### src/rtl/parity_serializer.sv
// Parallel-to-serial frame generator: shifts words out MSB-first on a qualified
// bit stream, optionally appends a parity bit, and spaces frames by an idle gap.
module parity_serializer #(
    parameter int DATA_W     = 8,
    parameter int PARITY_EN  = 1,
    parameter int ODD_PARITY = 0,
    parameter int GAP_CYCLES = 1
) (
    input  logic              clk,
    input  logic              rst,
    input  logic [DATA_W-1:0] in_data,
    input  logic              in_valid,
    output logic              in_ready,
    output logic              bit_out,
    output logic              bit_valid,
    output logic              frame_start,
    output logic              frame_last,
    output logic              busy
);

    localparam int CNT_W = $clog2(DATA_W + 1);
    localparam logic [CNT_W-1:0] LAST_CNT = CNT_W'(DATA_W - 1);
    localparam logic [CNT_W-1:0] PRE_LAST_CNT = CNT_W'(DATA_W - 2);
    localparam logic [3:0] GAP_LAST = (GAP_CYCLES > 0) ? 4'(GAP_CYCLES - 1) : 4'd0;

    typedef enum logic [1:0] {
        S_IDLE,
        S_SHIFT,
        S_PAR,
        S_GAP
    } state_t;

    state_t            state;
    logic [DATA_W-1:0] shreg;
    logic [CNT_W-1:0]  cnt;
    logic [3:0]        gap_cnt;
    logic              par_bit;
    logic              final_bit;
    logic              accept;

    // State always describes the bit currently on bit_out, so the final-bit cycle is visible here.
    assign final_bit = (state == S_PAR) ||
                       ((state == S_SHIFT) && (cnt == LAST_CNT) && (PARITY_EN == 0));

    assign in_ready = !rst && ((state == S_IDLE) ||
                               ((state == S_GAP) && (gap_cnt == GAP_LAST)) ||
                               ((GAP_CYCLES == 0) && final_bit));

    assign accept = in_valid && in_ready;

    always_ff @(posedge clk) begin
        if (rst) begin
            state       <= S_IDLE;
            shreg       <= '0;
            cnt         <= '0;
            gap_cnt     <= '0;
            par_bit     <= 1'b0;
            bit_out     <= 1'b0;
            bit_valid   <= 1'b0;
            frame_start <= 1'b0;
            frame_last  <= 1'b0;
            busy        <= 1'b0;
        end else begin
            frame_start <= 1'b0;
            frame_last  <= 1'b0;
            if (accept) begin
                // The MSB goes straight to bit_out; the shift register holds the remaining bits.
                state       <= S_SHIFT;
                cnt         <= '0;
                shreg       <= {in_data[DATA_W-2:0], 1'b0};
                par_bit     <= (^in_data) ^ 1'(ODD_PARITY);
                bit_out     <= in_data[DATA_W-1];
                bit_valid   <= 1'b1;
                frame_start <= 1'b1;
                busy        <= 1'b1;
            end else if (final_bit) begin
                bit_out   <= 1'b0;
                bit_valid <= 1'b0;
                gap_cnt   <= '0;
                if (GAP_CYCLES > 0) begin
                    state <= S_GAP;
                    busy  <= 1'b1;
                end else begin
                    state <= S_IDLE;
                    busy  <= 1'b0;
                end
            end else begin
                case (state)
                    S_SHIFT: begin
                        if (cnt == LAST_CNT) begin
                            state      <= S_PAR;
                            bit_out    <= par_bit;
                            frame_last <= 1'b1;
                        end else begin
                            cnt        <= cnt + CNT_W'(1);
                            bit_out    <= shreg[DATA_W-1];
                            shreg      <= shreg << 1;
                            frame_last <= (cnt == PRE_LAST_CNT) && (PARITY_EN == 0);
                        end
                    end
                    S_GAP: begin
                        if (gap_cnt == GAP_LAST) begin
                            state <= S_IDLE;
                            busy  <= 1'b0;
                        end else begin
                            gap_cnt <= gap_cnt + 4'd1;
                        end
                    end
                    default: begin
                        state     <= S_IDLE;
                        bit_out   <= 1'b0;
                        bit_valid <= 1'b0;
                        busy      <= 1'b0;
                    end
                endcase
            end
        end
    end

endmodule
### config.mk
export PLATFORM = sky130hd
export DESIGN_NAME = parity_serializer
export DESIGN_NICKNAME = d
export VERILOG_FILES = /design/src/rtl/parity_serializer.sv
export SDC_FILE = /design/constraint.sdc
export NUM_CORES = 1
export LEC_CHECK = 0
export ABC_AREA = 1
export CAP_MARGIN = 20
export CORE_ASPECT_RATIO = 1.4
export CORE_MARGIN = 2
export CORE_UTILIZATION = 30
export CTS_CLUSTER_SIZE = 28
export DETAILED_ROUTE_END_ITERATION = 16
export GPL_TIMING_DRIVEN = 1
export MAX_ROUTING_LAYER = met4
export PLACE_DENSITY = 0.55
export REMOVE_ABC_BUFFERS = 1
export SLEW_MARGIN = 10
export SYNTH_ARGS = -nofsm -noshare
export SYNTH_HDL_FRONTEND = slang
export SYNTH_SLANG_ARGS = --single-unit
### constraint.sdc
create_clock -name clk -period 2 [get_ports clk]
set_clock_uncertainty 0.2 [all_clocks]
set_input_delay 0.4 -clock clk [delete_from_list [all_inputs] [get_ports clk]]
set_output_delay 0.4 -clock clk [all_outputs]
set_load 0.01 [all_outputs]
==> results by group <==
Timing
  – Fmax: approximately 540 MHz
  – Worst Max-Slew Pin Slew: 0.3729 ns
  – Setup Viol. Count Final: 0
  – RSZ-0062 raised after global routing: false
  – Tcrit/Tclk final: 92.68%
  – Relative slew slack: 75.11%
  – Max-slew violations: 0
  – Crit path time final: 1.854 ns
  – Fin. Hold Viols: 0
  – Final setup TNS: 0 ns

Layout
  – Final Instance Area: 1570 um2
  – Post-Layout Cell Count: approximately 220
  – Final core occ: 39.73%
  – Ratio of cells with drive above 1 in the final layout: approximately 18%
  – Nets: approximately 200
  – Area Growth Syn to Fin: 26.26%
  – Number of diodes: 0

Die
  – Die Width: 58.42 um
  – Site row count: 27
  – Core area: just under 4000 um2
  – Initial cell density of the core: 31.47%
  – IO Pins: 17
  – Die area: between 4000 and 5000 um2
  – Die Y-Extent: 80.18 um

Run
  – Number of max-cap violations: 0

Global routing
  – Total gr overflow: 0
  – Vias in the first global route: about 1,100
  – Global-route wire length before repair: about 4500 um
  – Antenna violations before repair: 0
  – Pin count of the biggest net entering global routing: 15
  – All-Layer GR Usage: 12.61%

Yosys
  – Mapped cell area: 1244 um2
  – Yosys warning total: 0
  – Distinct cells, synth: 29
  – Cells after synthesis: 154
  – Number of synthesized register bits: 23
  – Avg Synthesized Cell Area: between 8 and 9 um2
  – Seq/Total Area, Yosys: 37.02%

Route
  – Routed wire per std cell: 11.65 um
  – Avg Vias per Cell: 4.817
  – Post-DRT Antenna Nets: 0
  – Drt pass-1 iters: 4
  – Drt total wl: 2610 um
  – DRC viols: 0
  – Total number of vias: 1,079
  – Initial DRC count: 34

CTS
  – CTS tree: yes
  – Clock root buffer: clkbuf_8
  – Num CTS Buffers: 3
  – Clk pin slew, worst setup/hold paths: 0.09 ns
  – Post-CTS Setup Inserts: 0
  – Clk buf depth: 2
  – Sink Count: 23
  – Worst skew pair latency: 0.27 ns
  – H-tree Lvls: 1

Setup path
  – Startpoint class of the critical path: register
  – Critical path's top delay family: flip-flops
  – Crit Path Category: register to primary output
  – CP required: 1.40 ns
  – Buffer and inverter count on the worst path: 2
  – Critical Path End Type: primary output
  – Slowest stage delay, CP: 0.33 ns
  – Worst EP arrival: 1.25 ns
  – CP max-delay cell: dfxtp_1
  – Critical path peak fanout: 3
  – CP cell instances: inv_1 -> ha_2 -> nand3_2 -> a21oi_2 -> buf_2

Power
  – Total power draw: 1.015 mW
  – PD cells: 646.2 nW/um2
  – Worst vdd ir: 0.3109 mV
  – P_leak: between 0.6 and 0.7 nW

Status
  – Status: finished, final reports clean

Place
  – Area post-placement: 1521 um2
  – Port bufs: 16
  – Dpl hpwl: 2100 um
  – RD Place Congestion: 0.7744
  – Placed cells: 220

Min path
  – Hold WC Path Type: register to register
-- repair_timing --
action                                  in CTS  in global routing
hold buffers                                 0                  0
gates resized for setup                      4                  3
endpoints found under the setup margin       1                  1
endpoints found under the hold margin        0                  0
pin swaps                                    0                  1
-- synthesized netlist by cell type --
cell      count  area, um2
nand2_1      33      123.9
dfxtp_1      23      460.4
nand3_1      16      80.08
inv_1        14      52.55
a21oi_1      10      50.05
ha_1          8      100.1
a31oi_1       6      37.54
xnor2_1       6      52.55
nor2_1        5      18.77
o21ai_0       5      25.02
xor2_1        5      43.79
nand3_2       4      40.04
inv_2         2      7.510
nand2_2       2      12.51
buf_12        1      20.02
buf_2         1      5.000
buf_8         1      15.01
bufinv_8      1      17.52
clkbuf_1      1      3.750
mux2i_1       1      10.01
nand2_4       1      11.26
nand3b_1      1      7.510
nand4_1       1      6.260
nor2_2        1      6.260
nor2_4        1      11.26
nor3_1        1      5.000
o21ai_1       1      5.000
o21ai_2       1      8.760
or2_0         1      6.260
-- routing by layer --
| metal | global-route usage (%) | up-vias | part of all wire, % |
|---|---|---|---|
| met5 | - | - | 0 |
| met3 | 2.093 | 3 | 3.7 |
| met4 | 5.581 | 0 | 1.1 |
| li1 | - | 556 | - |
| met1 | 12.97 | 497 | 43 |
| met2 | 22.92 | 23 | 52 |
-- per-stage QoR --
stage               setup slack, ns  hold WS [ns]
floorplan                    0.2244        0.2251
global placement            -0.2164        0.2465
detailed placement          -0.2099        0.2550
CTS                         0.01083        0.2697
global route                0.04399        0.2858
finish                       0.1463        0.2592
-- cells in the final DEF, fill, tap and decap left out, types with 2 or more instances in the layout --
master / count
nand2_1: 33
dfxtp_1: 22
nand3_1: 16
clkdlybuf4s50_1: 15
inv_1: 14
a21oi_1: 9
buf_4: 9
ha_1: 7
a31oi_1: 6
xnor2_1: 6
o21ai_0: 5
xor2_1: 5
nor2_1: 5
nand3_2: 4
clkbuf_8: 3
nand2_2: 2
inv_2: 2
buf_12: 2
-- sequential cells by signal, indices dropped and copies added (netlist names) --
signal / cells
shreg: 7
cnt: 4
gap_cnt: 4
state: 2
bit_out: 1
bit_valid: 1
busy: 1
frame_last: 1
frame_start: 1
par_bit: 1
-- worst min-delay path: stages (launching register included) --
cell and delay, ns:
dfxtp_1 0.32, nand2_1 0.06, nand2_1 0.04
-- final timing paths --
| check | slack (ns) | end | start | cells past startpoint |
|---|---|---|---|---|
| min | 0.26 | par_bit | par_bit | 2 |
| max | 0.15 | in_ready | gap_cnt[0] | 5 |
| min reg2reg | 0.26 | par_bit | par_bit | 2 |
| max reg2reg | 0.24 | state[1] | cnt[0] | 10 |
-- power breakdown --
part	internal (mW)	leakage [nW]	total [mW]	switching [mW]
logic	0.111	0.451	0.223	0.112
registers	0.484	0.188	0.499	0.0150
clock network	0.139	0.0255	0.294	0.154
total	0.734	0.664	1.01	0.281
-- final cells by class --
cell class | count | area (um2)
multi-input cells | 110 | 668.1
clock inverters | 1 | 5.005
inverters | 17 | 77.57
fillers | 399 | 2382
flip-flops and latches | 23 | 461.7
well taps | 43 | 53.80
clock buffers | 3 | 41.29
repair buffers | 27 | 262.8
-- cell families (layout without fill, tap and decap cells) --
kind of cell | Yosys count | count (layout) | share of synthesized area [%]
AO/OA/AOI/OAI | 23 | 23 | 10.16
adder cells (fa/ha/maj) | 8 | 8 | 8.049
XOR/XNOR | 11 | 11 | 7.746
multiplexers | 1 | 1 | 0.8049
buffers and inverters | 21 | 48 | 9.758
AND/OR/NAND/NOR | 67 | 67 | 26.46
flip-flops | 23 | 23 | 37.02
No activity file was read; power rests on OpenSTA's default activity.
